--- src/rtl/mem_access_unit.sv ---
// Memory-stage access unit: LDD/STD, PUSH/POP and two-word CALL/RET
// against a 2^ADDR_W x 16 data memory with a downward-growing stack.
//
// Ports:
//   Clk, Rst           clock, synchronous active-high reset
//   OpValid, Op        operation handshake and code
//                      (1 LDD, 2 STD, 3 PUSH, 4 POP, 5 CALL, 6 RET, else NOP)
//   EaAddr, StoreData  LDD/STD address, STD/PUSH data
//   PcIn               return PC for CALL
//   MemDataOut         asynchronous read data from the data memory
//   MemRead, MemWrite  data memory strobes (write on rising edge)
//   MemAddr, MemDataIn data memory address and write data
//   Busy               no new op can be accepted this cycle
//   Done, LoadData     completion pulse and LDD/POP result
//   PcOut, PcValid     RET target and its valid pulse
//   Sp, StackFault     stack pointer and sticky wrap flag
module mem_access_unit #(
    parameter int              ADDR_W   = 11,
    parameter logic [ADDR_W-1:0] SP_RESET = 11'h7FF
) (
    input  logic              Clk,
    input  logic              Rst,
    input  logic              OpValid,
    input  logic [2:0]        Op,
    input  logic [ADDR_W-1:0] EaAddr,
    input  logic [15:0]       StoreData,
    input  logic [31:0]       PcIn,
    input  logic [15:0]       MemDataOut,
    output logic              MemRead,
    output logic              MemWrite,
    output logic [ADDR_W-1:0] MemAddr,
    output logic [15:0]       MemDataIn,
    output logic              Busy,
    output logic              Done,
    output logic [15:0]       LoadData,
    output logic [31:0]       PcOut,
    output logic              PcValid,
    output logic [ADDR_W-1:0] Sp,
    output logic              StackFault
);

    localparam logic [2:0] OP_LDD  = 3'd1;
    localparam logic [2:0] OP_STD  = 3'd2;
    localparam logic [2:0] OP_PUSH = 3'd3;
    localparam logic [2:0] OP_POP  = 3'd4;
    localparam logic [2:0] OP_CALL = 3'd5;
    localparam logic [2:0] OP_RET  = 3'd6;

    typedef enum logic [1:0] {
        IDLE  = 2'd0,
        CALL2 = 2'd1,
        RET2  = 2'd2
    } state_t;

    state_t state;
    state_t state_nxt;

    logic [15:0]       pc_lo;
    logic [ADDR_W-1:0] sp_inc;
    logic [ADDR_W-1:0] sp_dec;
    logic              accept;
    logic              is_ldd;
    logic              is_std;
    logic              is_push;
    logic              is_pop;
    logic              is_call;
    logic              is_ret;
    logic              in_call2;
    logic              in_ret2;
    logic              sp_dn;
    logic              sp_up;

    assign sp_inc   = Sp + ADDR_W'(1);
    assign sp_dec   = Sp - ADDR_W'(1);
    assign accept   = OpValid && (state == IDLE) && !Rst;
    assign is_ldd   = accept && (Op == OP_LDD);
    assign is_std   = accept && (Op == OP_STD);
    assign is_push  = accept && (Op == OP_PUSH);
    assign is_pop   = accept && (Op == OP_POP);
    assign is_call  = accept && (Op == OP_CALL);
    assign is_ret   = accept && (Op == OP_RET);
    assign in_call2 = (state == CALL2) && !Rst;
    assign in_ret2  = (state == RET2) && !Rst;
    assign sp_dn    = is_push || is_call || in_call2;
    assign sp_up    = is_pop || is_ret || in_ret2;
    assign Busy     = (state != IDLE);

    // State register
    always_ff @(posedge Clk) begin
        if (Rst) begin
            state <= IDLE;
        end else begin
            state <= state_nxt;
        end
    end

    // Next-state logic
    always_comb begin
        state_nxt = state;
        unique case (state)
            IDLE: begin
                if (is_call) begin
                    state_nxt = CALL2;
                end else if (is_ret) begin
                    state_nxt = RET2;
                end
            end
            CALL2:   state_nxt = IDLE;
            RET2:    state_nxt = IDLE;
            default: state_nxt = IDLE;
        endcase
    end

    // Memory port outputs; Sp already moved by one in CALL2/RET2,
    // so the second word sits at Sp (CALL) or Sp+1 (RET).
    always_comb begin
        MemRead   = 1'b0;
        MemWrite  = 1'b0;
        MemAddr   = '0;
        MemDataIn = '0;
        if (is_ldd) begin
            MemRead = 1'b1;
            MemAddr = EaAddr;
        end else if (is_std) begin
            MemWrite  = 1'b1;
            MemAddr   = EaAddr;
            MemDataIn = StoreData;
        end else if (is_push) begin
            MemWrite  = 1'b1;
            MemAddr   = Sp;
            MemDataIn = StoreData;
        end else if (is_call) begin
            MemWrite  = 1'b1;
            MemAddr   = Sp;
            MemDataIn = PcIn[31:16];
        end else if (is_pop || is_ret || in_ret2) begin
            MemRead = 1'b1;
            MemAddr = sp_inc;
        end else if (in_call2) begin
            MemWrite  = 1'b1;
            MemAddr   = Sp;
            MemDataIn = pc_lo;
        end
    end

    // Datapath and status registers
    always_ff @(posedge Clk) begin
        if (Rst) begin
            Sp         <= SP_RESET;
            StackFault <= 1'b0;
            Done       <= 1'b0;
            PcValid    <= 1'b0;
            LoadData   <= '0;
            PcOut      <= '0;
            pc_lo      <= '0;
        end else begin
            Done    <= is_ldd || is_std || is_push || is_pop ||
                       in_call2 || in_ret2;
            PcValid <= in_ret2;
            if (sp_dn) begin
                Sp <= sp_dec;
            end else if (sp_up) begin
                Sp <= sp_inc;
            end
            if ((sp_dn && (Sp == '0)) || (sp_up && (Sp == '1))) begin
                StackFault <= 1'b1;
            end
            if (is_ldd || is_pop) begin
                LoadData <= MemDataOut;
            end
            if (is_call) begin
                pc_lo <= PcIn[15:0];
            end
            if (is_ret) begin
                PcOut[15:0] <= MemDataOut;
            end
            if (in_ret2) begin
                PcOut[31:16] <= MemDataOut;
            end
        end
    end

endmodule

--- config.mk ---
export PLATFORM = sky130hd
export DESIGN_NAME = mem_access_unit
export DESIGN_NICKNAME = d
export VERILOG_FILES = /design/src/rtl/mem_access_unit.sv
export SDC_FILE = /design/constraint.sdc
export NUM_CORES = 1
export LEC_CHECK = 0
export ABC_AREA = 1
export BUFFER_PORTS_ARGS = -buffer_cell sky130_fd_sc_hd__buf_2
export CORE_UTILIZATION = 43
export CTS_CLUSTER_SIZE = 40
export DETAILED_ROUTE_END_ITERATION = 10
export GPL_ROUTABILITY_DRIVEN = 0
export PLACE_DENSITY = 0.78
export SYNTH_ARGS = -nofsm -noshare
export SYNTH_HDL_FRONTEND = slang
export SYNTH_SLANG_ARGS = --single-unit
--- constraint.sdc ---
create_clock -name Clk -period 1.3 [get_ports Clk]
set_input_delay 0.065 -clock Clk [delete_from_list [all_inputs] [get_ports Clk]]
set_output_delay 0.065 -clock Clk [all_outputs]
set_load 0.1 [all_outputs]
==> run summary <==
* **outcome** complete, but fails checks
* **violations in the final reports** negative setup slack
* **Yosys reg bits** 80
* **fraction of the core area covered by cells at the end of the flow** 0.861
* **cell count after synthesis** 618
* **top achievable clock speed** 0.489 GHz
* **ANT nets after route** 0
* **initial antenna violation count** 0
* **Worst setup EP type** output pin
* **post-synth net total** 702
* **DR iter-0 viols** 311
* **final worst hold slack** 0.303 ns
* **crit path launch type** flop
* **RSZ-0062 raised after global routing** yes
* **CTS Root Cell** sky130_fd_sc_hd__clkbuf_8
* **clock slew at the register clock pins of the worst setup and hold paths** 0.09 ns
* **sequential share of the synthesized area** 0.393
* **remaining routing DRC violations** 0
* **number of vias in the routed layout** 5736
* **Post-Layout Cell Count** 1029
* **initial cell density of the core** 0.443
* **number of maximum-capacitance violations** 0
* **number of global-route vias before repair** 5925
* **Remaining Overflow, GRT** 0
* **Worst IR Drop VDD** 0.861 mV
* **placeable core area** 0.00920 mm²
* **Ports** 173
* **share of post-route cells with drive strength above 1** 0.472
* **aggregate routed wire length** 18.4 mm
* **Post-Syn Area** 0.00407 mm²
* **signed area change from the synthesized netlist to the final layout** 94.4%
* **number of cell rows** 35
* **Leakage** 0.00381 µW
* **count of buffers from port buffering** 172
* **CP Max Fanout** 17
* **total setup violations reported at the end of the flow** 99
* **number of cells after detailed placement** 944
* **number of clock sinks** 80
* **slew margin rel.** 0.666
* **shortest period the worst path allows** 2.04 ns
* **cell types with the largest area share after synthesis** sky130_fd_sc_hd__dfxtp_1 (39%), sky130_fd_sc_hd__nand2_1 (16%), sky130_fd_sc_hd__a21oi_1 (11%)
* **power density over the cells** 858 mW/mm²
* **number of synthesis warnings** 0
* **clock insertion delay at the later pin of the skew report** 0.35 ns
* **Hold Vio Cnt, Final** 0
* **first-pass GRT wire length** 28.6 mm
* **top cell type's share of synthesized area** 0.393
* **Synth cell types** 26
* **CP required** 1.24 ns
* **area of the die** 0.00987 mm²
* **Final Max Slew Viols** 0
* **largest clock skew in the final design** 0.0170 ns
* **CTS buffer count** 9
* **post-synthesis cell type with the largest combined area** sky130_fd_sc_hd__dfxtp_1
* **sum of negative setup slack** -46.46 ns
* **HPWL after detailed placement** 10.9 mm
* **height of the die** 99.3 µm
* **H-tree depth reported by CTS** 3
* **routed length per instance** 17.9 µm
* **first-pass detailed-route iteration total** 5
* **die width** 99.3 µm
* **largest net degree at the start of global routing** 32
* **Place WS** -0.365 ns
* **post-detailed-route via-to-cell ratio** 5.57
* **measured slew at the worst slew-check pin** 0.505 ns
* **crit share post-route** 1.57
* **worst min-delay path category** input pin to flop
* **critical setup path kind** flop to output pin
* **worst setup slack after layout** -0.744 ns
* **WP data arrival** 1.98 ns
* **all-layer global routing usage** 0.368
* **count of inserted antenna diode cells** 0
* **clock tree buffer depth** 2
* **NumNets Final** 997
* **TritonCTS clock tree** done
* **synthesized area per cell** 6.59 µm²
area by class of cell:
class	count	area [µm²]
inverters	55	241
well taps	111	139
flip-flops and latches	80	1650
clock inverters	6	41.3
fillers	483	1280
multi-input cells	449	2800
repair buffers	318	2920
clock buffers	10	128
flip-flops by register name, indices dropped and copies added, names as in the netlist:
signal / cells
Done: 1
LoadData: 16
PcOut: 32
PcValid: 1
Sp: 11
StackFault: 1
pc_lo: 16
state: 2
worst max-delay path, stage by stage (launching register included):
cell and delay (ns):
sky130_fd_sc_hd__dfxtp_2 0.35, sky130_fd_sc_hd__nor2_4 0.13, sky130_fd_sc_hd__nand3_4 0.11, sky130_fd_sc_hd__nor2_4 0.20
sky130_fd_sc_hd__nand3_4 0.18, sky130_fd_sc_hd__buf_12 0.20, sky130_fd_sc_hd__o21ai_0 0.10, sky130_fd_sc_hd__buf_4 0.16
sky130_fd_sc_hd__a21oi_4 0.03, sky130_fd_sc_hd__buf_12 0.16
logic make-up (layout without fill, tap and decap cells):
logic type,after synthesis,in the layout,synth area share
and+or+nand+nor,297,297,0.318
AOI/OAI and AO/OA,141,141,0.174
buffers and inverters,89,389,0.0891
DFF,80,80,0.393
xor gates and xnor gates,8,8,0.0172
adders and majority gates,3,3,0.00921
cell usage after synthesis:
| cell | number |
|---|---|
| sky130_fd_sc_hd__nand2_1 | 179 |
| sky130_fd_sc_hd__a21oi_1 | 88 |
| sky130_fd_sc_hd__dfxtp_1 | 80 |
| sky130_fd_sc_hd__o21ai_0 | 51 |
| sky130_fd_sc_hd__inv_1 | 49 |
| sky130_fd_sc_hd__nand3_1 | 46 |
| sky130_fd_sc_hd__nor2_1 | 42 |
| sky130_fd_sc_hd__clkbuf_1 | 16 |
| sky130_fd_sc_hd__nand4_1 | 16 |
| sky130_fd_sc_hd__buf_2 | 14 |
| sky130_fd_sc_hd__xor2_1 | 8 |
| sky130_fd_sc_hd__buf_4 | 3 |
| sky130_fd_sc_hd__clkinv_1 | 3 |
| sky130_fd_sc_hd__ha_1 | 3 |
| sky130_fd_sc_hd__inv_2 | 3 |
| sky130_fd_sc_hd__nand2_2 | 3 |
| sky130_fd_sc_hd__nor2_2 | 3 |
| sky130_fd_sc_hd__nand3_4 | 2 |
| sky130_fd_sc_hd__nor2_4 | 2 |
| sky130_fd_sc_hd__buf_1 | 1 |
| sky130_fd_sc_hd__nand3_2 | 1 |
| sky130_fd_sc_hd__nand3b_1 | 1 |
| sky130_fd_sc_hd__nor3_1 | 1 |
| sky130_fd_sc_hd__nor3_4 | 1 |
| sky130_fd_sc_hd__o21ai_1 | 1 |
| sky130_fd_sc_hd__o21bai_1 | 1 |
timing repair:
action,in CTS,in global routing
buffers inserted,31,4
cloned,5,0
hold endpoints to repair,52,0
hold buffers,32,0
resized for setup,104,22
pin swaps,36,8
setup endpoints to repair,103,113
routing by layer:
layer | GRT usage | part of all wire
met5 | 0 | 0
met4 | 0.202 | 0.047
met3 | 0.0759 | 0.073
met2 | 0.670 | 0.52
met1 | 0.397 | 0.36
cells in the final DEF, fill, tap and decap left out, types with 3 or more instances in the layout:
cell | Yosys | routed
sky130_fd_sc_hd__dlygate4sd3_1 | 0 | 32
sky130_fd_sc_hd__inv_2 | 3 | 3
sky130_fd_sc_hd__buf_2 | 14 | 134
sky130_fd_sc_hd__nor2_2 | 3 | 5
sky130_fd_sc_hd__nand2_1 | 179 | 161
sky130_fd_sc_hd__nor2_1 | 42 | 34
sky130_fd_sc_hd__a21oi_2 | 0 | 12
sky130_fd_sc_hd__xor2_1 | 8 | 8
sky130_fd_sc_hd__a21oi_4 | 0 | 32
sky130_fd_sc_hd__nor2_4 | 2 | 8
sky130_fd_sc_hd__o21ai_0 | 51 | 27
sky130_fd_sc_hd__nand4_1 | 16 | 16
sky130_fd_sc_hd__dfxtp_4 | 0 | 10
sky130_fd_sc_hd__buf_12 | 0 | 48
sky130_fd_sc_hd__nand3_4 | 2 | 4
sky130_fd_sc_hd__nand2_2 | 3 | 10
sky130_fd_sc_hd__buf_4 | 3 | 79
sky130_fd_sc_hd__clkinv_2 | 0 | 3
sky130_fd_sc_hd__buf_16 | 0 | 3
sky130_fd_sc_hd__nand3_2 | 1 | 3
sky130_fd_sc_hd__o21ai_1 | 1 | 14
sky130_fd_sc_hd__o21ai_2 | 0 | 11
sky130_fd_sc_hd__dfxtp_2 | 0 | 10
sky130_fd_sc_hd__buf_6 | 0 | 16
sky130_fd_sc_hd__inv_4 | 0 | 4
sky130_fd_sc_hd__inv_1 | 49 | 44
sky130_fd_sc_hd__dfxtp_1 | 80 | 60
sky130_fd_sc_hd__ha_4 | 0 | 3
sky130_fd_sc_hd__clkbuf_8 | 0 | 9
sky130_fd_sc_hd__a21oi_1 | 88 | 44
sky130_fd_sc_hd__nand3_1 | 46 | 42
sky130_fd_sc_hd__nand2_4 | 0 | 9
worst paths after layout:
kind,startpoint,end,slack [ns],cells past startpoint
worst max-delay path,state[1],MemDataIn[9],-0.74,9
worst min-delay path,Rst,LoadData[11],0.30,3
worst max register to register,state[1],Sp[1],-0.61,14
worst min register to register,pc_lo[1],pc_lo[1],0.46,2
report_power, final:
part	internal, µW	leakage [µW]	switching (µW)
logic	875	0.00307	1600
clock network	705	0.0000874	1020
registers	2520	0.000652	80.4
metrics by stage:
stage | power (µW) | area, µm²
after floorplan | 4090 | 4730
after global placement | 4780 | 6650
after detailed placement | 4830 | 6650
after global routing | 6990 | 7920
after CTS | 6670 | 7840
final | 6800 | 7920
Power figures use the tool's default switching activity.
